## config.mk

```make
export PLATFORM = sky130hd
export DESIGN_NAME = execute_stage_flat
export DESIGN_NICKNAME = d
export VERILOG_FILES = /design/src/rtl/execute_stage_if.sv /design/src/rtl/execute_stage.sv /design/src/flat_wrapper.sv
export SDC_FILE = /design/constraint.sdc
export NUM_CORES = 1
export LEC_CHECK = 0
export ABC_CLOCK_PERIOD_IN_PS = 6900
export CAP_MARGIN = 25
export CORE_MARGIN = 1.5
export CORE_UTILIZATION = 55
export DETAILED_ROUTE_END_ITERATION = 12
export GPL_ROUTABILITY_DRIVEN = 0
export PLACE_DENSITY = 0.75
export SLEW_MARGIN = 20
export SYNTH_ARGS = -nofsm -noshare
export SYNTH_HDL_FRONTEND = slang
export SYNTH_SLANG_ARGS = --single-unit
```

## constraint.sdc

```tcl
create_clock -name clk -period 6.9 [get_ports clk]
set_clock_uncertainty 0.15 [all_clocks]
set_input_delay 0.69 -clock clk [delete_from_list [all_inputs] [get_ports clk]]
set_output_delay 0.69 -clock clk [all_outputs]
set_load 0.01 [all_outputs]
```

## src/rtl/execute_stage_if.sv

```systemverilog
// Decode -> Execute -> WriteBack handshake bundle for the execute stage.
// slave: the execute stage itself. master: the upstream/WB side driving it.
interface execute_stage_if #(
  parameter int DATA_W     = 16,
  parameter int REG_ADDR_W = 3
);
  // decode -> execute
  logic                  datainvx1;
  logic [2:0]            opcodex1;
  logic [DATA_W-1:0]     srcax1;
  logic [DATA_W-1:0]     srcbx1;
  logic [REG_ADDR_W-1:0] dstx1;
  logic                  wr_enx1;
  // execute -> writeback / upstream
  logic                  dataoutvx2;
  logic [DATA_W-1:0]     dataoutx2;
  logic                  wr_enx2;
  logic [REG_ADDR_W-1:0] dstx2;
  logic                  stalled;

  modport slave (
    input  datainvx1, opcodex1, srcax1, srcbx1, dstx1, wr_enx1,
    output dataoutvx2, dataoutx2, wr_enx2, dstx2, stalled
  );

  modport master (
    output datainvx1, opcodex1, srcax1, srcbx1, dstx1, wr_enx1,
    input  dataoutvx2, dataoutx2, wr_enx2, dstx2, stalled
  );
endinterface

```

## src/rtl/execute_stage.sv

```systemverilog
// Execute stage: single-cycle ALU ops plus a multi-cycle MUL that stalls
// upstream and sends bubbles to WriteBack while it runs.
module execute_stage #(
  parameter int DATA_W     = 16,
  parameter int REG_ADDR_W = 3,
  parameter int MUL_CYCLES = 4
) (
  input  logic            clk,
  input  logic            reset,
  input  logic            internal_reset,
  execute_stage_if.slave  bus
);
  localparam int CNT_W = $clog2(MUL_CYCLES + 1);

  localparam logic [2:0] OP_ADD = 3'd0;
  localparam logic [2:0] OP_SUB = 3'd1;
  localparam logic [2:0] OP_AND = 3'd2;
  localparam logic [2:0] OP_OR  = 3'd3;
  localparam logic [2:0] OP_XOR = 3'd4;
  localparam logic [2:0] OP_SHL = 3'd5;
  localparam logic [2:0] OP_SHR = 3'd6;
  localparam logic [2:0] OP_MUL = 3'd7;

  typedef enum logic {IDLE, BUSY} state_t;

  state_t                r_state;
  logic [CNT_W-1:0]      r_cnt;
  logic [DATA_W-1:0]     r_mul_a;
  logic [DATA_W-1:0]     r_mul_b;
  logic [REG_ADDR_W-1:0] r_mul_dst;
  logic                  r_mul_wr;

  logic                  r_vld;
  logic [DATA_W-1:0]     r_data;
  logic                  r_wr;
  logic [REG_ADDR_W-1:0] r_dst;

  logic [DATA_W-1:0]     w_alu;
  logic [DATA_W-1:0]     w_prod;
  logic                  w_shift_big;
  logic                  w_is_mul;
  logic                  w_stalled;

  assign w_is_mul    = bus.datainvx1 && (bus.opcodex1 == OP_MUL);
  // Shift amount is the whole operand; anything past the word width clears it.
  assign w_shift_big = (bus.srcbx1 >= DATA_W'(DATA_W));
  // Unsigned product truncated to the result width.
  assign w_prod      = r_mul_a * r_mul_b;

  // Single-cycle ALU result for the instruction currently presented.
  always_comb begin
    w_alu = '0;
    case (bus.opcodex1)
      OP_ADD: w_alu = bus.srcax1 + bus.srcbx1;
      OP_SUB: w_alu = bus.srcax1 - bus.srcbx1;
      OP_AND: w_alu = bus.srcax1 & bus.srcbx1;
      OP_OR:  w_alu = bus.srcax1 | bus.srcbx1;
      OP_XOR: w_alu = bus.srcax1 ^ bus.srcbx1;
      OP_SHL: w_alu = w_shift_big ? '0 : (bus.srcax1 << bus.srcbx1);
      OP_SHR: w_alu = w_shift_big ? '0 : (bus.srcax1 >> bus.srcbx1);
      default: w_alu = '0;
    endcase
  end

  // Hold upstream while a MUL is accepted or running; release in the last
  // BUSY cycle so upstream advances on the same edge the product lands.
  always_comb begin
    w_stalled = 1'b0;
    if (reset || internal_reset) w_stalled = 1'b0;
    else if (r_state == IDLE)    w_stalled = w_is_mul;
    else                         w_stalled = (r_cnt > CNT_W'(1));
  end

  // EX->WB pipeline register and MUL sequencing FSM.
  always_ff @(posedge clk or posedge reset) begin
    if (reset) begin
      r_state   <= IDLE;
      r_cnt     <= '0;
      r_mul_a   <= '0;
      r_mul_b   <= '0;
      r_mul_dst <= '0;
      r_mul_wr  <= 1'b0;
      r_vld     <= 1'b0;
      r_data    <= '0;
      r_wr      <= 1'b0;
      r_dst     <= '0;
    end else if (internal_reset) begin
      // Flush beats everything, including a MUL finishing this edge.
      r_state <= IDLE;
      r_cnt   <= '0;
      r_vld   <= 1'b0;
      r_wr    <= 1'b0;
    end else begin
      case (r_state)
        IDLE: begin
          if (w_is_mul) begin
            r_mul_a   <= bus.srcax1;
            r_mul_b   <= bus.srcbx1;
            r_mul_dst <= bus.dstx1;
            r_mul_wr  <= bus.wr_enx1;
            r_cnt     <= CNT_W'(MUL_CYCLES - 1);
            r_state   <= BUSY;
            r_vld     <= 1'b0;
            r_wr      <= 1'b0;
          end else if (bus.datainvx1) begin
            r_data <= w_alu;
            r_dst  <= bus.dstx1;
            r_vld  <= 1'b1;
            r_wr   <= bus.wr_enx1;
          end else begin
            r_vld <= 1'b0;
            r_wr  <= 1'b0;
          end
        end
        BUSY: begin
          r_cnt <= r_cnt - CNT_W'(1);
          if (r_cnt == CNT_W'(1)) begin
            r_data  <= w_prod;
            r_dst   <= r_mul_dst;
            r_vld   <= 1'b1;
            r_wr    <= r_mul_wr;
            r_state <= IDLE;
          end else begin
            r_vld <= 1'b0;
            r_wr  <= 1'b0;
          end
        end
        default: r_state <= IDLE;
      endcase
    end
  end

  assign bus.dataoutvx2 = r_vld;
  assign bus.dataoutx2  = r_data;
  assign bus.wr_enx2    = r_wr;
  assign bus.dstx2      = r_dst;
  assign bus.stalled    = w_stalled;
endmodule

```

## src/flat_wrapper.sv

```systemverilog
// flat-port wrapper written by rule: the top's interface ports become plain ports
module execute_stage_flat 
#(
  parameter int DATA_W     = 16,
  parameter int REG_ADDR_W = 3,
  parameter int MUL_CYCLES = 4
)
  (clk, reset, internal_reset, bus_datainvx1, bus_opcodex1, bus_srcax1, bus_srcbx1, bus_dstx1, bus_wr_enx1, bus_dataoutvx2, bus_dataoutx2, bus_wr_enx2, bus_dstx2, bus_stalled);
  execute_stage_if #(.DATA_W(DATA_W), .REG_ADDR_W(REG_ADDR_W)) bus_i ();
  input  logic clk;
  input  logic reset;
  input  logic internal_reset;
  input wire logic [$bits(bus_i.datainvx1)-1:0] bus_datainvx1;
  input wire logic [$bits(bus_i.opcodex1)-1:0] bus_opcodex1;
  input wire logic [$bits(bus_i.srcax1)-1:0] bus_srcax1;
  input wire logic [$bits(bus_i.srcbx1)-1:0] bus_srcbx1;
  input wire logic [$bits(bus_i.dstx1)-1:0] bus_dstx1;
  input wire logic [$bits(bus_i.wr_enx1)-1:0] bus_wr_enx1;
  output wire logic [$bits(bus_i.dataoutvx2)-1:0] bus_dataoutvx2;
  output wire logic [$bits(bus_i.dataoutx2)-1:0] bus_dataoutx2;
  output wire logic [$bits(bus_i.wr_enx2)-1:0] bus_wr_enx2;
  output wire logic [$bits(bus_i.dstx2)-1:0] bus_dstx2;
  output wire logic [$bits(bus_i.stalled)-1:0] bus_stalled;
  assign bus_i.datainvx1 = bus_datainvx1;
  assign bus_i.opcodex1 = bus_opcodex1;
  assign bus_i.srcax1 = bus_srcax1;
  assign bus_i.srcbx1 = bus_srcbx1;
  assign bus_i.dstx1 = bus_dstx1;
  assign bus_i.wr_enx1 = bus_wr_enx1;
  assign bus_dataoutvx2 = bus_i.dataoutvx2;
  assign bus_dataoutx2 = bus_i.dataoutx2;
  assign bus_wr_enx2 = bus_i.wr_enx2;
  assign bus_dstx2 = bus_i.dstx2;
  assign bus_stalled = bus_i.stalled;
  execute_stage #(.DATA_W(DATA_W), .REG_ADDR_W(REG_ADDR_W), .MUL_CYCLES(MUL_CYCLES)) u_core (.clk(clk), .reset(reset), .internal_reset(internal_reset), .bus(bus_i));
endmodule
```

==> qor.yml, run 1 <==
setup_path:
  cp-start-kind: "flip-flop"
  crit_type: "flip-flop to flip-flop"
  worstPathRequired_ns: 6.96
  path_max_fanout: 16
  cpMaxStageDelayCell: "dfrtp_1"
  critPathMaxStageDelay_ns: 0.64
  r2r_cells: 18
  crit_path_end_kind: "flip-flop"
  cpMostUsedCell: "fa_1"
  critPathArrivalTime_ns: 5.86
  reg2reg_setup_slack_ns: 1.09
  r2r-start: "u_core.r_mul_b[1]"
  worstPathCellList: "nand2_1, fa_1, fa_1, fa_1, fa_1, inv_1, fa_1, inv_1, fa_1, inv_1, ha_1, a21o_1, nor3_1, o21a_1, or3_1, a21oi_1, a2111oi_0, nor2_1"
  r2r_end: "u_core.bus.dataoutx2[12]"
clocking:
  insertion_delay_ns: 0.33
  clock_sinks: 61
  path_clk_slew_ns: 0.05
  clockBufferDepth: 2
  numCtsBuffers: 9
  cts_tree: "built"
  postCtsHoldBufs: 0
  h-tree-depth: 3
  cts_setup_buffers: 0
  cts_resized: 0
  root_buffer: "clkbuf_16"
logic_synthesis:
  synthTopCellsByArea: "fa_1 16%, dfrtp_1 16%, ha_1 13%, nand2_1 6.1%, inv_1 5.8%"
  synth_cells: 1176
  synthFlopType: "dfrtp_1"
  synth_nets: 1399
  synth-edff-count: 0
  synth_largest_area_cell: "fa_1"
  async_flop_share_pct: 100
  synth-seq-cells: 61
  synth.avg_cell_area_um2: 8.37
  post-synth-top-area-fraction_pct: 16.5
  netlist_area_um2: 9840
  synth.distinct_cells: 67
  ys.warnings.count: 0
  ys_seq_area_share_pct: 15.5
power_and_ir_drop:
  p_leak_nw: 5.00
  p_total_mw: 3.11
  peakVddDrop_uv: 276
  powerDensity_nw_per_um2: 286
worst_hold_path:
  hp-class: "flip-flop to flip-flop"
  holdPathStages: 2
  min_to: "u_core.bus.dataoutx2[2]"
  hold_start: "u_core.bus.dataoutx2[2]"
route:
  dr.pass1.iters: 8
  route.detailed.drc: 0
  wl_per_cell_um: 18.8
  drtAntennaViolNets: 0
  num_vias: 8544
  viasPerCell: 6.00
  wl_um: 26700
  drt_iter0_drc: 755
cells_and_area:
  multiInputGateArea_um2: 7440
  layout_commonest_cell: "nand2_1"
  fin_nets: 1418
  fillerInstances: 1551
  final_cell_mix: "160 x nand2_1, 152 x inv_1, 99 x ha_1"
  num_antenna_cells: 0
  regArea_um2: 1530
  drive_gt1_share_pct: 5.75
  synthToLayoutAreaGrowth_pct: 10.3
global_route:
  use_met2_pct: 47.5
  grt_antenna_before_repair: 1
  overflow: 0
  grt_usage_pct: 29.9
  grt_pass1_wl_um: 43000
  first_global_vias: 8431
  grtUsageMet1_pct: 41.0
  grt_max_degree: 69
  grt_util_met3_pct: 4.78
  busiest_layer: "met2"
die:
  fp.coreArea_um2: 17400
  io_pins: 65
  die_h_um: 137
  rows: 48
  die_area_um2: 18700
  start_util_pct: 56.5
  fp.dieW_um: 137
timing:
  max_freq_mhz: 172
  holdWs_ns: 0.333
  worst_slack_ns: 1.09
  slew_headroom_pct: 34.6
  hold_viol: 0
  period_minus_slack_ns: 5.81
  tightest_slew_ns: 0.980
  finalSetupTns_ns: 0
  drv_slew: 0
  rsz0062_at_grt: "no"
  setup_viol: 0
  fin_crit_sh_pct: 84.1
place:
  portBuffers: 64
  pre_cts_slack_ns: 1.09
  hpwl_um: 21200
flow_run:
  maxCapViolCount: 0
outcome:
  status: "complete, no violations"
==> worst max-delay path: cells and delay by family, from the launching register on <==
family | cells | cell delay (ns)
simple gates | 4 | 0.50
fa+ha+maj | 7 | 3.37
flops | 1 | 0.64
buf+inv | 3 | 0.14
compound gates | 4 | 0.89
==> cell type report <==
cell class	count	area share [%]
Inverter	155	5.36
Clock inverter	2	0.150
Timing Repair Buffer	76	6.80
Sequential cell	61	14.1
Multi-Input combinational cell	892	68.5
Tap cell	225	2.59
Clock buffer	13	2.58
==> cell usage after synthesis (all sizes together) (24+ instances only) <==
| library cell | count |
|---|---|
| fa | 81 |
| inv | 153 |
| xnor2 | 47 |
| nor2 | 59 |
| and2 | 70 |
| ha | 99 |
| nand2 | 160 |
| o21ai | 71 |
| a21oi | 43 |
| clkbuf | 45 |
| dfrtp | 61 |
| a22oi | 24 |
==> how the worst max path moves through the flow <==
| stage | slack, ns | start | endpoint | cells after the start |
|---|---|---|---|---|
| 2_1_floorplan | 1.44 | u_core.r_mul_b[1] | u_core.bus.dataoutx2[12] | 19 |
| 3_3_place_gp | 1.28 | u_core.r_mul_b[1] | u_core.bus.dataoutx2[12] | 18 |
| 3_5_place_dp | 1.09 | u_core.r_mul_b[1] | u_core.bus.dataoutx2[12] | 18 |
| 4_1_cts | 1.08 | u_core.r_mul_b[1] | u_core.bus.dataoutx2[12] | 18 |
| 5_1_grt | 0.83 | u_core.r_mul_b[1] | u_core.bus.dataoutx2[12] | 18 |
| 6_report | 1.09 | u_core.r_mul_b[1] | u_core.bus.dataoutx2[12] | 18 |
==> power breakdown <==
part	internal (mW)	total, mW	switching [mW]
Clock	0.281	0.445	0.164
Sequential	0.426	0.559	0.134
Combinational	0.947	2.10	1.16
==> through the flow <==
step	utilization, %	cells	area, µm²
3_5_place_dp	60.5	1408	10500
6_report	62.4	1424	10900
4_1_cts	62.2	1423	10800
2_1_floorplan	-	1176	9840
3_3_place_gp	60.5	1408	10500
5_1_grt	62.4	1424	10900
==> flip-flops by register name, summed over array words and instances (netlist names) <==
signal,flops
u_core.bus.dataoutvx2,1
u_core.bus.dataoutx2,16
u_core.bus.dstx2,3
u_core.bus.wr_enx2,1
u_core.r_cnt,3
u_core.r_mul_a,16
u_core.r_mul_b,16
u_core.r_mul_dst,3
u_core.r_mul_wr,1
u_core.r_state,1
==> cell families after synthesis <==
family	after synthesis	synth area share (%)
and+or+nand+nor	364	17.8
xor gates and xnor gates	62	5.66
muxes	48	7.39
buffers and inverters	223	8.96
adders and majority gates	180	29.1
DFF	61	15.5
AOI/OAI and AO/OA	238	15.6
==> routing by layer <==
layer  vias to the layer above  part of all wire (%)
met4                         0                   2.8
met5                         -                     0
met1                      4144                    42
met2                       347                    47
met3                        68                   7.9
li1                       3985                     -
No activity file was read; power rests on OpenSTA's default activity.
==> inputs of run 2 (changes only) <==
--- a/config.mk
+++ b/config.mk
@@ -5,7 +5,7 @@
 export SDC_FILE = /design/constraint.sdc
 export NUM_CORES = 1
 export LEC_CHECK = 0
-export ABC_CLOCK_PERIOD_IN_PS = 6900
+export ABC_CLOCK_PERIOD_IN_PS = 5450
 export CAP_MARGIN = 25
 export CORE_MARGIN = 1.5
 export CORE_UTILIZATION = 55
==> constraint.sdc (replaced) <==
create_clock -name clk -period 5.45 [get_ports clk]
set_clock_uncertainty 0.15 [all_clocks]
set_input_delay 0.545 -clock clk [delete_from_list [all_inputs] [get_ports clk]]
set_output_delay 0.545 -clock clk [all_outputs]
set_load 0.01 [all_outputs]
==> run 2 against run 1 <==
Largest power group unchanged. Sequential power is 18% higher. Sequential share of layout area is 0.74 points lower. First-iteration DRC count is 4.8% lower. Worst setup slack worse by 1.0 ns.
==> qor.yml, run 2 (synthesis gave the netlist of run 1 again) <==
global_route:
  grt_util_met3_pct: 5.81  # was 4.78%
  use_met2_pct: 51.2  # was 47.5%
  busiest_layer: "met2"  # unchanged
  grtUsageMet1_pct: 42.6  # was 41.0%
  first_global_vias: 8653  # was 8431
  grt_antenna_before_repair: 0  # was 1
  grt_pass1_wl_um: 45100  # was 43000 µm
  grt_max_degree: 69  # unchanged
  grt_usage_pct: 31.3  # was 29.9%
  overflow: 0  # unchanged
place:
  hpwl_um: 22400  # was 21200 µm
  place_area_um2: 11000  # was 10500 µm²
  portBuffers: 64  # unchanged
  dp_cells: 1466  # was 1408
clocking:
  root_buffer: "clkbuf_16"  # unchanged
  cts_tree: "built"  # unchanged
  numCtsBuffers: 9  # unchanged
  path_clk_slew_ns: 0.06  # was 0.05 ns
  insertion_delay_ns: 0.33  # about the same
  clock_sinks: 61  # unchanged
  clockBufferDepth: 2  # unchanged
  h-tree-depth: 3  # unchanged
setup_path:
  crit_buf_inv: 5  # was 3
  cp-start-kind: "flip-flop"  # unchanged
  cpMaxStageDelayCell: "fa_1"  # was dfrtp_1
  cpMostUsedCell: "fa_1"  # unchanged
  crit_type: "flip-flop to flip-flop"  # unchanged
  worstPathCellList: "and2_4, fa_1, inv_2, fa_1, fa_1, fa_1, inv_1, fa_1, inv_2, fa_1, inv_2, ha_4, a21o_4, nor3_2, o21a_1, buf_4, o31ai_2, xor2_1, o22ai_1, nor2_1"  # was nand2_1, fa_1, fa_1, fa_1, fa_1, inv_1, fa_1, inv_1, fa_1, inv_1, ha_1, a21o_1, nor3_1, o21a_1, or3_1, a21oi_1, a2111oi_0, nor2_1
  critPathMaxStageDelay_ns: 0.52  # was 0.64 ns
  path_max_fanout: 7  # was 16
  crit_path_end_kind: "flip-flop"  # unchanged
  critPathArrivalTime_ns: 5.44  # was 5.86 ns
  worstPathRequired_ns: 5.50  # was 6.96 ns
  critPathTopFamily: "adder cells"  # unchanged
timing:
  rsz0062_at_grt: "yes"  # was no
  period_minus_slack_ns: 5.39  # was 5.81 ns
  hold_viol: 0  # unchanged
  drv_slew: 0  # unchanged
  slew_headroom_pct: 46.2  # was 34.6%
  holdWs_ns: 0.326  # was 0.333 ns
  setup_viol: 0  # unchanged
  fin_crit_sh_pct: 98.9  # was 84.1%
  finalSetupTns_ns: 0  # unchanged
  max_freq_mhz: 186  # was 172 MHz
  tightest_slew_ns: 0.798  # was 0.980 ns
route:
  drtAntennaViolNets: 0  # unchanged
  wl_um: 28300  # was 26700 µm
  num_vias: 8759  # was 8544
  dr.pass1.iters: 6  # was 8
  viasPerCell: 5.86  # was 6.00
  wl_per_cell_um: 18.9  # was 18.8 µm
  route.detailed.drc: 0  # unchanged
  drt_iter0_drc: 719  # was 755
cells_and_area:
  fin_area_um2: 11600  # was 10900 µm²
  finalNonFillerCells: 1494  # was 1424
  fin_nets: 1487  # was 1418
  synthToLayoutAreaGrowth_pct: 17.4  # was 10.3%
  final_cell_mix: "159 x nand2_1, 147 x inv_1, 93 x ha_1"  # was 160 x nand2_1, 152 x inv_1, 99 x ha_1
  num_antenna_cells: 0  # unchanged
  layout_commonest_cell: "nand2_1"  # unchanged
  drive_gt1_share_pct: 14.4  # was 5.75%
power_and_ir_drop:
  p_total_mw: 4.70  # was 3.11 mW
  p_leak_nw: 5.32  # was 5.00 nW
  powerDensity_nw_per_um2: 406  # was 286 nW/µm²
  peakVddDrop_uv: 640  # was 276 µV
die:
  io_pins: 65  # unchanged
  die_area_um2: 18700  # unchanged
  die_h_um: 137  # unchanged
  fp.coreArea_um2: 17400  # unchanged
  rows: 48  # unchanged
  fp.dieW_um: 137  # unchanged
  start_util_pct: 56.5  # unchanged
worst_hold_path:
  hp-class: "flip-flop to flip-flop"  # unchanged
outcome:
  status: "complete, no violations"  # unchanged
flow_run:
  maxCapViolCount: 0  # unchanged
-- run 2: changes by cell type in the layout (fill, tap and decap cells not counted), moves of 6 or more --
| cell | delta |
|---|---|
| buf_4 | +66 |
| dfrtp_1 | -10 |
| dfrtp_2 | +10 |
| ha_1 | -6 |
-- run 2: power breakdown --
| group | switching, mW | internal [mW] |
|---|---|---|
| clock | 0.204 | 0.320 |
| combinational | 1.82 | 1.70 |
| sequential | 0.118 | 0.544 |
| total | 2.14 | 2.56 |
-- run 2: what timing repair did --
item | 4_1_cts | 5_1_grt
hold buffers | 0 | 0
buffers inserted | 5 | 6
resized for setup | 17 | 38
endpoints found under the setup margin | 2 | 5
pin swaps | 17 | 29
cloned | 0 | 0
-- run 2: layout make-up --
class,count,area (µm²)
Clock buffer,13,250
Timing Repair Buffer,145,1260
Fill cell,1408,5860
Inverter,155,582
Sequential cell,61,1540
Tap cell,225,282
Multi-Input combinational cell,892,7620
Clock inverter,3,21.3
-- run 2: through the flow --
step	utilization, %	worst slack, ns
after CTS	65.1	0.00138
after global routing	66.4	-0.103
after floorplan	-	0.0195
after detailed placement	63.0	-0.185
after global placement	63.0	-0.0169
final	66.4	0.0613
-- run 2: worst paths after layout --
path                       depth (start not counted)  slack [ns]                       end                 from
min in group asynchronous                          2        0.47   u_core.bus.dataoutx2[2]                reset
setup reg to reg                                  20        0.06  u_core.bus.dataoutx2[14]    u_core.r_mul_b[5]
max in group asynchronous                          3        3.77         u_core.r_mul_b[1]                reset
hold reg to reg                                    2        0.33       u_core.bus.dstx2[1]  u_core.bus.dstx2[1]
setup / recovery                                  20        0.06  u_core.bus.dataoutx2[14]    u_core.r_mul_b[5]
hold / removal                                     2        0.33       u_core.bus.dstx2[1]  u_core.bus.dstx2[1]
-- run 2: routing by layer --
layer	vias to the layer above	share of wire, %
met3	56	8.3
met2	380	47
li1	4119	-
met4	0	2.4
met5	-	0
met1	4204	42
-- run 2: worst min-delay path, stage by stage, from the launching register on --
cell	delay [ns]
dfrtp_1	0.33
nand2_1	0.05
o21ai_0	0.06
